### src/rtl/univ_shift_reg_pkg.sv
// Shared types for the universal shift register: the per-cycle operation encoding.
// Imported by univ_shift_reg and sr_shift_counter.
package univ_shift_reg_pkg;

    typedef enum logic [1:0] {
        MODE_HOLD = 2'b00,
        MODE_SHR  = 2'b01,
        MODE_SHL  = 2'b10,
        MODE_LOAD = 2'b11
    } shift_mode_e;

    // Operations that advance the shift counter.
    function automatic logic is_shift(input shift_mode_e m);
        return (m == MODE_SHR) || (m == MODE_SHL);
    endfunction

endpackage

### src/rtl/sr_shift_counter.sv
// Saturating shift counter: counts shifts since the last clear, stops at WIDTH
// and emits a single-cycle done pulse on the shift that reaches WIDTH.
module sr_shift_counter
    import univ_shift_reg_pkg::*;
#(
    parameter int WIDTH = 8,
    parameter int CNT_W = $clog2(WIDTH + 1)
) (
    input  logic             clk,
    input  logic             rst,
    input  logic             clr_i,
    input  logic             inc_i,
    output logic [CNT_W-1:0] cnt_o,
    output logic             done_o
);

    localparam logic [0:0] ST_COUNTING = 1'b0;
    localparam logic [0:0] ST_FULL     = 1'b1;

    localparam logic [CNT_W-1:0] CNT_LAST = CNT_W'(WIDTH - 1);

    logic [0:0]       state_q, state_d;
    logic [CNT_W-1:0] cnt_q, cnt_d;
    logic             done_q, done_d;

    always_comb begin
        state_d = state_q;
        cnt_d   = cnt_q;
        done_d  = 1'b0;
        if (clr_i) begin
            state_d = ST_COUNTING;
            cnt_d   = '0;
        end else if (inc_i) begin
            case (state_q)
                ST_COUNTING: begin
                    cnt_d = cnt_q + 1'b1;
                    if (cnt_q == CNT_LAST) begin
                        state_d = ST_FULL;
                        done_d  = 1'b1;
                    end
                end
                // FULL absorbs further shifts: count pinned at WIDTH, no new pulse.
                default: ;
            endcase
        end
    end

    always_ff @(posedge clk or posedge rst) begin
        if (rst) begin
            state_q <= ST_COUNTING;
            cnt_q   <= '0;
            done_q  <= 1'b0;
        end else begin
            state_q <= state_d;
            cnt_q   <= cnt_d;
            done_q  <= done_d;
        end
    end

    assign cnt_o  = cnt_q;
    assign done_o = done_q;

endmodule

### src/rtl/univ_shift_reg.sv
// Universal shift register (hold / shift right / shift left / parallel load) with
// shift counter. Define UNIV_SHIFT_REG_ROTATE_EN to add the rot input for rotation.
module univ_shift_reg
    import univ_shift_reg_pkg::*;
#(
    parameter  int WIDTH = 8,
    localparam int CNT_W = $clog2(WIDTH + 1)
) (
    input  logic             clk,
    input  logic             rst,
    input  logic             en,
    input  logic [1:0]       mode,
    input  logic             ser_in_r,
    input  logic             ser_in_l,
    input  logic [WIDTH-1:0] par_in,
`ifdef UNIV_SHIFT_REG_ROTATE_EN
    input  logic             rot,
`endif
    output logic [WIDTH-1:0] par_out,
    output logic             ser_out_r,
    output logic             ser_out_l,
    output logic [CNT_W-1:0] shift_cnt,
    output logic             done
);

    shift_mode_e      mode_e;
    logic [WIDTH-1:0] q_q, q_d;
    logic             fill_r, fill_l;

    assign mode_e = shift_mode_e'(mode);

    // Bit entering the vacated end: serial input, or the opposite end when rotating.
`ifdef UNIV_SHIFT_REG_ROTATE_EN
    assign fill_r = rot ? q_q[0]       : ser_in_r;
    assign fill_l = rot ? q_q[WIDTH-1] : ser_in_l;
`else
    assign fill_r = ser_in_r;
    assign fill_l = ser_in_l;
`endif

    always_comb begin
        q_d = q_q;
        if (en) begin
            case (mode_e)
                MODE_SHR:  q_d = {fill_r, q_q[WIDTH-1:1]};
                MODE_SHL:  q_d = {q_q[WIDTH-2:0], fill_l};
                MODE_LOAD: q_d = par_in;
                default:   q_d = q_q;
            endcase
        end
    end

    always_ff @(posedge clk or posedge rst) begin
        if (rst) begin
            q_q <= '0;
        end else begin
            q_q <= q_d;
        end
    end

    sr_shift_counter #(
        .WIDTH (WIDTH),
        .CNT_W (CNT_W)
    ) u_cnt (
        .clk    (clk),
        .rst    (rst),
        .clr_i  (en && (mode_e == MODE_LOAD)),
        .inc_i  (en && is_shift(mode_e)),
        .cnt_o  (shift_cnt),
        .done_o (done)
    );

    assign par_out   = q_q;
    assign ser_out_r = q_q[0];
    assign ser_out_l = q_q[WIDTH-1];

endmodule
### config.mk
export PLATFORM = sky130hd
export DESIGN_NAME = univ_shift_reg
export DESIGN_NICKNAME = d
export VERILOG_FILES = /design/src/rtl/univ_shift_reg_pkg.sv /design/src/rtl/sr_shift_counter.sv /design/src/rtl/univ_shift_reg.sv
export SDC_FILE = /design/constraint.sdc
export NUM_CORES = 1
export LEC_CHECK = 0
export ABC_AREA = 1
export CORE_MARGIN = 2
export CORE_UTILIZATION = 46
export CTS_BUF_LIST = sky130_fd_sc_hd__clkbuf_2 sky130_fd_sc_hd__clkbuf_4 sky130_fd_sc_hd__clkbuf_8
export CTS_CLUSTER_SIZE = 10
export DETAILED_ROUTE_END_ITERATION = 16
export HOLD_SLACK_MARGIN = 0.1
export PLACE_DENSITY = 0.82
export SYNTH_ARGS = -nofsm -noshare
export SYNTH_HDL_FRONTEND = slang
export SYNTH_SLANG_ARGS = --single-unit
### constraint.sdc
create_clock -name clk -period 1.1 [get_ports clk]
set_clock_uncertainty 0.05 [all_clocks]
set_input_delay 0.11 -clock clk [delete_from_list [all_inputs] [get_ports clk]]
set_output_delay 0.11 -clock clk [all_outputs]
set_load 0.05 [all_outputs]
### Yosys cells after proc, flatten, opt, wreduce, memory -nomap -nowiden

Index checks and enable logic that the tools add are counted.

| cells by class | value |
|---|---|
| add/subtract/negate cells | 1 |
| equality and inequality tests | 5 |
| muxes and demuxes | 11 |
| reduce and logical (&&, ||, !) cells | 7 |

Operator list:

| cell | number |
|---|---|
| $pmux 8 s3 | 1 |
| $mux 4 | 3 |
| $mux 1 | 7 |
| $add 4x1->4 const B | 1 |
| $eq 2x2->1 const B | 2 |
| $eq 4x3->1 const B | 1 |
| $reduce_and 2->1 | 2 |
| $reduce_bool 3->1 | 1 |
| $eq 2x1->1 const B | 1 |
| $logic_and 1x1->1 | 2 |
| $ne 2x1->1 const B | 1 |
| $reduce_bool 2->1 | 1 |
| $logic_or 1x1->1 | 1 |

| storage, ports and cells | value |
|---|---|
| register bits | 14 |
| input bits | 15 |
| output and inout bits | 15 |

### Depth between registers and ports, before layout

Gate-level depths: netlist (run 1).

| depth | value |
|---|---|
| word-level depth | 5 |
| depth in mapped cells | 8 |
| depth with buffers taken out | 7 |

### Hierarchy

From an unflattened synthesis (run 1), not the netlist that was laid out.

| unflattened totals | value |
|---|---|
| cells, all modules | 133 |
| area total of the unflattened synthesis | 918.4 um^2 |

By module, submodules not included:

| module | times used | cells an instance | area each (um^2) | seq. area each (um^2) |
|---|---|---|---|---|
| univ_shift_reg | 1 | 98 | 619.3 | 200.2 |
| sr_shift_counter | 1 | 35 | 299.0 | 150.1 |

### Least setup slack after synthesis (run 1)

No wires, ideal clock.

| timing | value |
|---|---|
| path kind | reg2reg |
| from | reg u_cnt.cnt_q[0] (netlist: u_cnt.cnt_o[0]) |
| to | reg u_cnt.cnt_q[2] (netlist: u_cnt.cnt_o[2]) |
| library setup time | 119 ps |
| arrival time | 1129 ps |
| setup slack | -198 ps |
| cell stages (with the launch flop) | 5 |
| path through | dfrtp_1 -> ha_1 -> xor2_1 -> nand3_1 -> nand2_1 |

| between the ends | value |
|---|---|
| longest elaborated chain between the ends | 4 |

Ends and longest elaborated chain:

| item | line | source |
|---|---|---|
| start: declaration | sr_shift_counter.sv:23 | `logic [CNT_W-1:0] cnt_q, cnt_d;` |
| start signal: assignment | sr_shift_counter.sv:55 | `cnt_q <= cnt_d;` |
| $add 4x1->4 | sr_shift_counter.sv:36 | `cnt_d = cnt_q + 1'b1;` |
| $mux 4 | sr_shift_counter.sv:34 | `case (state_q)` |
| $mux 4 | sr_shift_counter.sv:33 | `end else if (inc_i) begin` |
| $mux 4 | sr_shift_counter.sv:30 | `if (clr_i) begin` |

Every way passes these cells. The select of a mux whose other input is x is not followed.
A chain may end at the register's enable or synchronous reset.

### Worst setup path in the final report (run 1)

| timing | value |
|---|---|
| from | reg u_cnt.cnt_q[1] (netlist: u_cnt.cnt_o[1]) |
| to | out shift_cnt[1] |

RTL lines:

| item | line | source |
|---|---|---|
| end: declaration | univ_shift_reg.sv:22 | `output logic [CNT_W-1:0] shift_cnt,` |

No word-level cell between the ends.

==> impl_results.md, run 1 <==
- Outcome: finished clean
- Synth Area in Compound Gates: 3.70%
- Chip width: 46.9 um
- Power Total: 2.42 mW
- Root buffer cell: clkbuf_4
- Crit-path cells: buf_12
- Vias per cell: 4.93
- Critical Path AT: 920 ps
- Largest net degree at the start of global routing: 15
- Yosys reg bits: 14
- Post-route DRC: 0
- Final Cycle Share: 98.5%
- Slowest cell on the critical path: dfrtp_2
- Die area: 2200 sq um
- Cell accounting for the most synthesized area: dfrtp_1
- Post-Synth XOR/XNOR Area: 1.04%
- Hold WC Path Type: in -> reg
- Router iterations before antenna repair: 4
- P_leak: 0.703 nW
- RSZ-0062 raised after global routing: true
- Post-Synth Adder-Cell Area: 5.92%
- Area Overhead vs Synth: 69.5%
- Max-cap violation count: 0
- Layout net count: 172
- Netlist cell types: 16
- Largest family of logic cells by synthesized area: simple AND/OR/NAND/NOR gates
- First-pass GRT wire length: 3550 um
- Reg clk slew, reported paths: 90 ps
- EDFF count, synth: 0
- Post-CTS Setup Inserts: 0
- Crit-path max cell delay: 470 ps
- Setup crit start kind: register
- Routed WL per cell: 12.4 um
- Die Y: 46.9 um
- # IOs: 30
- Met1 Use GR: 24.2%
- Final GP Congestion: 0.836
- Final Max Tran Viols: 0
- Ranking of synthesized cells by area: dfrtp_1 (41%), nand2_1 (23%), nand3_1 (8.3%), ha_1 (5.9%), buf_4 (2.7%)
- P per Cell Area: 1680 nW/um^2
- Async SR Flop Fraction: 100%
- CTS H-Tree Depth: 1
- Row count: 15
- Mean Syn Cell Area: 7.62 sq um
- Top_reg_cell synth: dfrtp_1
- Post-synthesis instance area: 846 sq um
- Met3 usage: 4.23%
- Post-synthesis net count: 130
- Layout cells sized above 1: 36.2%
- CTS tree: built
- Setup ws final: 16.6 ps
- DP Worst Slack: -509 ps
- Setup CP Type: reg -> out
- CP delay by family, top: flip-flops
- Vias in the first global route: 864
- Slew of the pin with the lowest slew margin: 222 ps
- Total Wirelength: 2190 um
- 1st-iter DRT viols: 13
- Final setup vio count: 0
- CP required: 940 ps
- Port Buffers: 29
- Initial Util: 49.0%
- Gr usage total: 23.4%
- Critical Path Fanout Max: 3
- Maximum clock insertion buffer count: 2
- Total grt overflow: 0
- Clk_lat worst skew: 280 ps
- Final hold vios: 0
- Core Region: 1730 sq um
- Antenna viol nets, final: 0
- TritonCTS buffer count: 3
- Yosys warns: 0
- Max VDD drop: 1.72 mV
- Met2 Use GR: 42.5%
- Proportion of synthesized area in mux cells: 0%
- Busiest layer in global routing: met2
- CP endpoint kind: output pin
- Initial antenna violation count: 0
- HPWL Detailed: 1720 um
- Via count: 872
- Antenna cells: 0
- Clock Sinks: 14
- Fmax: 923 MHz
- Worst path buffer plus inverter count: 1
- Seq/Total Area, Yosys: 41.4%
- Synth Area in Simple Gates: 40.4%
- Count leader, synth: nand2_1
- Top post-synthesis cells by count: nand2_1 (52), dfrtp_1 (14), nand3_1 (14), inv_1 (5)
- Fill cells: 109
- Share of the core filled with cells: 83.0%
- Rel. slew slack: 85.1%
- Synth top area share: 41.4%
- Cells after synthesis: 111
- Post-layout min period: 1080 ps
flip-flops by register name (all words and copies together), names as in the netlist:
register and cells:
par_out 8, u_cnt.cnt_o 4, u_cnt.done_o 1, u_cnt.state_q 1
metal layers:
metal  vias to the layer above  wire, um
met5                         -         0
met4                         0        53
met3                         6       113
met2                        32      1210
met1                       407       811
li1                        427         -
where the power goes:
group          switching, mW  total (mW)  internal [mW]  leakage [nW]
combinational          0.645        1.26          0.614         0.511
clock                  0.172       0.337          0.165        0.0184
sequential             0.194       0.819          0.624         0.174
repair_timing:
item,4_1_cts,5_1_grt
endpoints found under the hold margin,14,0
resized for setup,5,5
setup endpoints to repair,18,9
pin swaps,1,2
hold buffers,1,0
per-stage QoR:
step | instance area, sq um | hold slack [ps] | cells | TNS [ps]
floorplan | 865 | -51.0 | 111 | -36.6
global placement | 1390 | 370 | 172 | -5200
detailed placement | 1390 | 382 | 172 | -6130
CTS | 1430 | 436 | 177 | 0
global route | 1430 | 476 | 177 | -18.2
finish | 1430 | 433 | 177 | 0
area by class of cell:
cell class                      instances  area, sq um  share of cell area [%]
Timing Repair Buffer                   41          532                    37.1
Multi-Input combinational cell         85          452                    31.5
Sequential cell                        14          359                    25.0
Tap cell                               25         31.3                    2.18
Clock buffer                            4         30.0                    2.09
Inverter                                8         30.0                    2.09
cells by family (layout without fill, tap and decap cells):
family	count (synthesis)	count (layout)
fa+ha+maj	4	4
compound gates	4	4
buf+inv	12	53
simple gates	76	76
flops	14	14
xor+xnor	1	1
cells in the final DEF (no fill, tap or decap), drive strengths merged:
master,n
xor2,1
a21oi,1
clkdlybuf4s15,1
buf,26
inv,8
nor2,7
ha,4
nand3,14
clkbuf,4
dfrtp,14
clkdlybuf4s50,12
nand2,55
dlygate4sd2,1
dlygate4sd3,1
o21ai,3
path summary, 6_finish.rpt:
check / from / end / depth (start not counted) / slack, ps
setup reg to reg: u_cnt.cnt_o[1]$_DFFE_PP0P_ / u_cnt.cnt_o[2]$_DFFE_PP0P_ / 4 / 40
min in group asynchronous: rst / par_out[5]$_DFFE_PP0P_ / 4 / 660
hold / removal: ser_in_r / par_out[7]$_DFFE_PP0P_ / 5 / 430
setup / recovery: u_cnt.cnt_o[1]$_DFFE_PP0P_ / shift_cnt[1] / 1 / 20
hold reg to reg: u_cnt.state_q$_DFFE_PP0P_ / u_cnt.state_q$_DFFE_PP0P_ / 2 / 540
max in group asynchronous: rst / u_cnt.cnt_o[3]$_DFFE_PP0P_ / 4 / 140
No activity file was read; power rests on OpenSTA's default activity.
==> run 2: changes to the inputs <==
Settings changed: RECOVER_POWER from default to 25.
==> impl_results.md, run 2 (synthesis gave the netlist of run 1 again) <==
- Outcome: finished clean (unchanged)
- FF-to-FF Start: u_cnt.cnt_o[1]$_DFFE_PP0P_ (unchanged)
- Router iterations before antenna repair: 4 (unchanged)
- Fmax: 923 MHz (about the same)
- P_leak: 0.703 nW (about the same)
- Crit-path cells: buf_12 (unchanged)
- Slowest cell on the critical path: dfrtp_2 (unchanged)
- Total grt overflow: 0 (unchanged)
- Crit path to: shift_cnt[1] (unchanged)
- 1st-iter DRT viols: 13 (unchanged)
- Critical Path Fanout Max: 3 (unchanged)
- Crit-path max cell delay: 470 ps (about the same)
- Final setup vio count: 0 (unchanged)
- Sequential share of power: 33.9% (about the same)
- Worst reg-to-reg path cell count: 4 (unchanged)
- Worst hold start: ser_in_r (unchanged)
- Combinational power share: 52.1% (about the same)
- Antenna cells: 0 (unchanged)
- Final std cells w/o fill: 177 (unchanged)
- Vias per cell: 4.90 (was 4.93)
- Layout net count: 172 (unchanged)
- Max VDD drop: 1.72 mV (about the same)
- Final hold vios: 0 (unchanged)
- Via count: 868 (was 872)
- Switching part of the total power: 41.9% (was 41.8%)
- Initial Util: 49.0% (unchanged)
- Worst path buffer plus inverter count: 1 (unchanged)
- CTS H-Tree Depth: 1 (unchanged)
- Setup tns final: 0 ps (unchanged)
- Largest net degree at the start of global routing: 15 (unchanged)
- CP delay by family, top: flip-flops (unchanged)
- Setup ws final: 16.8 ps (was 16.6 ps)
- Rel. slew slack: 85.1% (about the same)
- Post-CTS Setup Inserts: 0 (unchanged)
- Post-layout min period: 1080 ps (about the same)
- Initial antenna violation count: 0 (unchanged)
- Chip width: 46.9 um (unchanged)
- Critical path depth: 1 (unchanged)
- Worst setup path start: u_cnt.cnt_o[1]$_DFFE_PP0P_ (unchanged)
- Area Overhead vs Synth: 69.5% (unchanged)
- Most frequent cells in the layout: nand2_1 (50), buf_12 (15), nand3_1 (14) (unchanged)
- CP required: 940 ps (about the same)
- Die area: 2200 sq um (unchanged)
- Critical Path AT: 920 ps (about the same)
- Core Region: 1730 sq um (unchanged)
- CP endpoint kind: output pin (unchanged)
- # IOs: 30 (unchanged)
- Final Cycle Share: 98.5% (about the same)
- Final Max Tran Viols: 0 (unchanged)
- Placed Cells: 172 (unchanged)
- Hold WC Path Type: in -> reg (unchanged)
- Maximum clock insertion buffer count: 2 (unchanged)
- Routed WL per cell: 12.4 um (unchanged)
- Antenna viol nets, final: 0 (unchanged)
- Port Buffers: 29 (unchanged)
- HPWL Detailed: 1720 um (unchanged)
- Total Wirelength: 2190 um (unchanged)
- Reg2Reg Setup Slack: 40 ps (about the same)
- DP Worst Slack: -509 ps (unchanged)
- CTS tree: built (unchanged)
- Layout cells sized above 1: 36.2% (unchanged)
- Vias in the first global route: 864 (unchanged)
- Gr usage total: 23.4% (unchanged)
- Setup CP Type: reg -> out (unchanged)
- TritonCTS buffer count: 3 (unchanged)
- Worst r2r dst: u_cnt.cnt_o[2]$_DFFE_PP0P_ (unchanged)
- Clk_lat worst skew: 280 ps (about the same)
- Row count: 15 (unchanged)
- RSZ-0062 raised after global routing: true (unchanged)
- Clock network fraction of design power: 14.0% (about the same)
- First-pass GRT wire length: 3550 um (unchanged)
- Post-route DRC: 0 (unchanged)
- Final GP Congestion: 0.836 (unchanged)
- Most common cell after layout, fill and taps aside: nand2_1 (unchanged)
- Root buffer cell: clkbuf_4 (unchanged)
- Setup crit start kind: register (unchanged)
- P per Cell Area: 1680 nW/um^2 (about the same)
- Max-cap violation count: 0 (unchanged)
- Reg clk slew, reported paths: 90 ps (about the same)
- Switching Power: 1.01 mW (about the same)
- Die Y: 46.9 um (unchanged)
- Max FFs per register: 8 (unchanged)
- Cell Int Power: 1.40 mW (about the same)
- Clock Sinks: 14 (unchanged)
- Share of the core filled with cells: 83.0% (unchanged)
- Slew of the pin with the lowest slew margin: 222 ps (about the same)
==> run 2: final cells by class <==
| cell class | count | area, sq um |
|---|---|---|
| timing repair buffer | 41 | 532 |
| multi-input combinational | 85 | 452 |
| sequential | 14 | 359 |
| fill | 109 | 293 |
| tap | 25 | 31.3 |
| clock buffer | 4 | 30.0 |
| inverter | 8 | 30.0 |
==> run 2: stage by stage <==
step | hold WS [ps] | total power, mW | cell area, sq um
final | 433 | 2.41 | 1430
after global routing | 476 | 2.52 | 1430
after CTS | 436 | 2.42 | 1430
after detailed placement | 382 | 2.08 | 1390
after global placement | 370 | 2.04 | 1390
after floorplan | -51.0 | 1.42 | 865
==> run 2: repair_timing <==
item	4_1_cts	5_1_grt
gates resized for setup	5	5
setup endpoints to repair	18	9
pin swaps	1	2
hold buffers	1	0
hold endpoints to repair	14	0
==> run 2: routing by layer <==
layer	up-vias	GRT usage (%)	share of wire (%)
met5	-	0	0
met2	30	42.5	55
met3	6	4.23	5.0
met4	0	15.6	2.4
li1	428	-	-
met1	404	24.2	37
==> run 2: power by group through the flow <==
stage	Sequential (mW)	Clock, mW	Combinational [mW]
2_1_floorplan	1.08	0	0.341
3_3_place_gp	0.811	0	1.23
3_5_place_dp	0.820	0	1.26
4_1_cts	0.814	0.338	1.27
5_1_grt	0.830	0.362	1.33
6_report	0.818	0.337	1.26
==> run 2: how the worst min path moves through the flow <==
| stage | cells after the start | slack [ps] | endpoint |
|---|---|---|---|
| after detailed placement | 3 | 380 | par_out[5]$_DFFE_PP0P_ |
| final | 5 | 430 | par_out[7]$_DFFE_PP0P_ |
| after floorplan | 1 | -50 | par_out[0]$_DFFE_PP0P_ |
| after global routing | 5 | 480 | par_out[7]$_DFFE_PP0P_ |
| after global placement | 3 | 370 | par_out[4]$_DFFE_PP0P_ |
| after CTS | 5 | 440 | par_out[7]$_DFFE_PP0P_ |
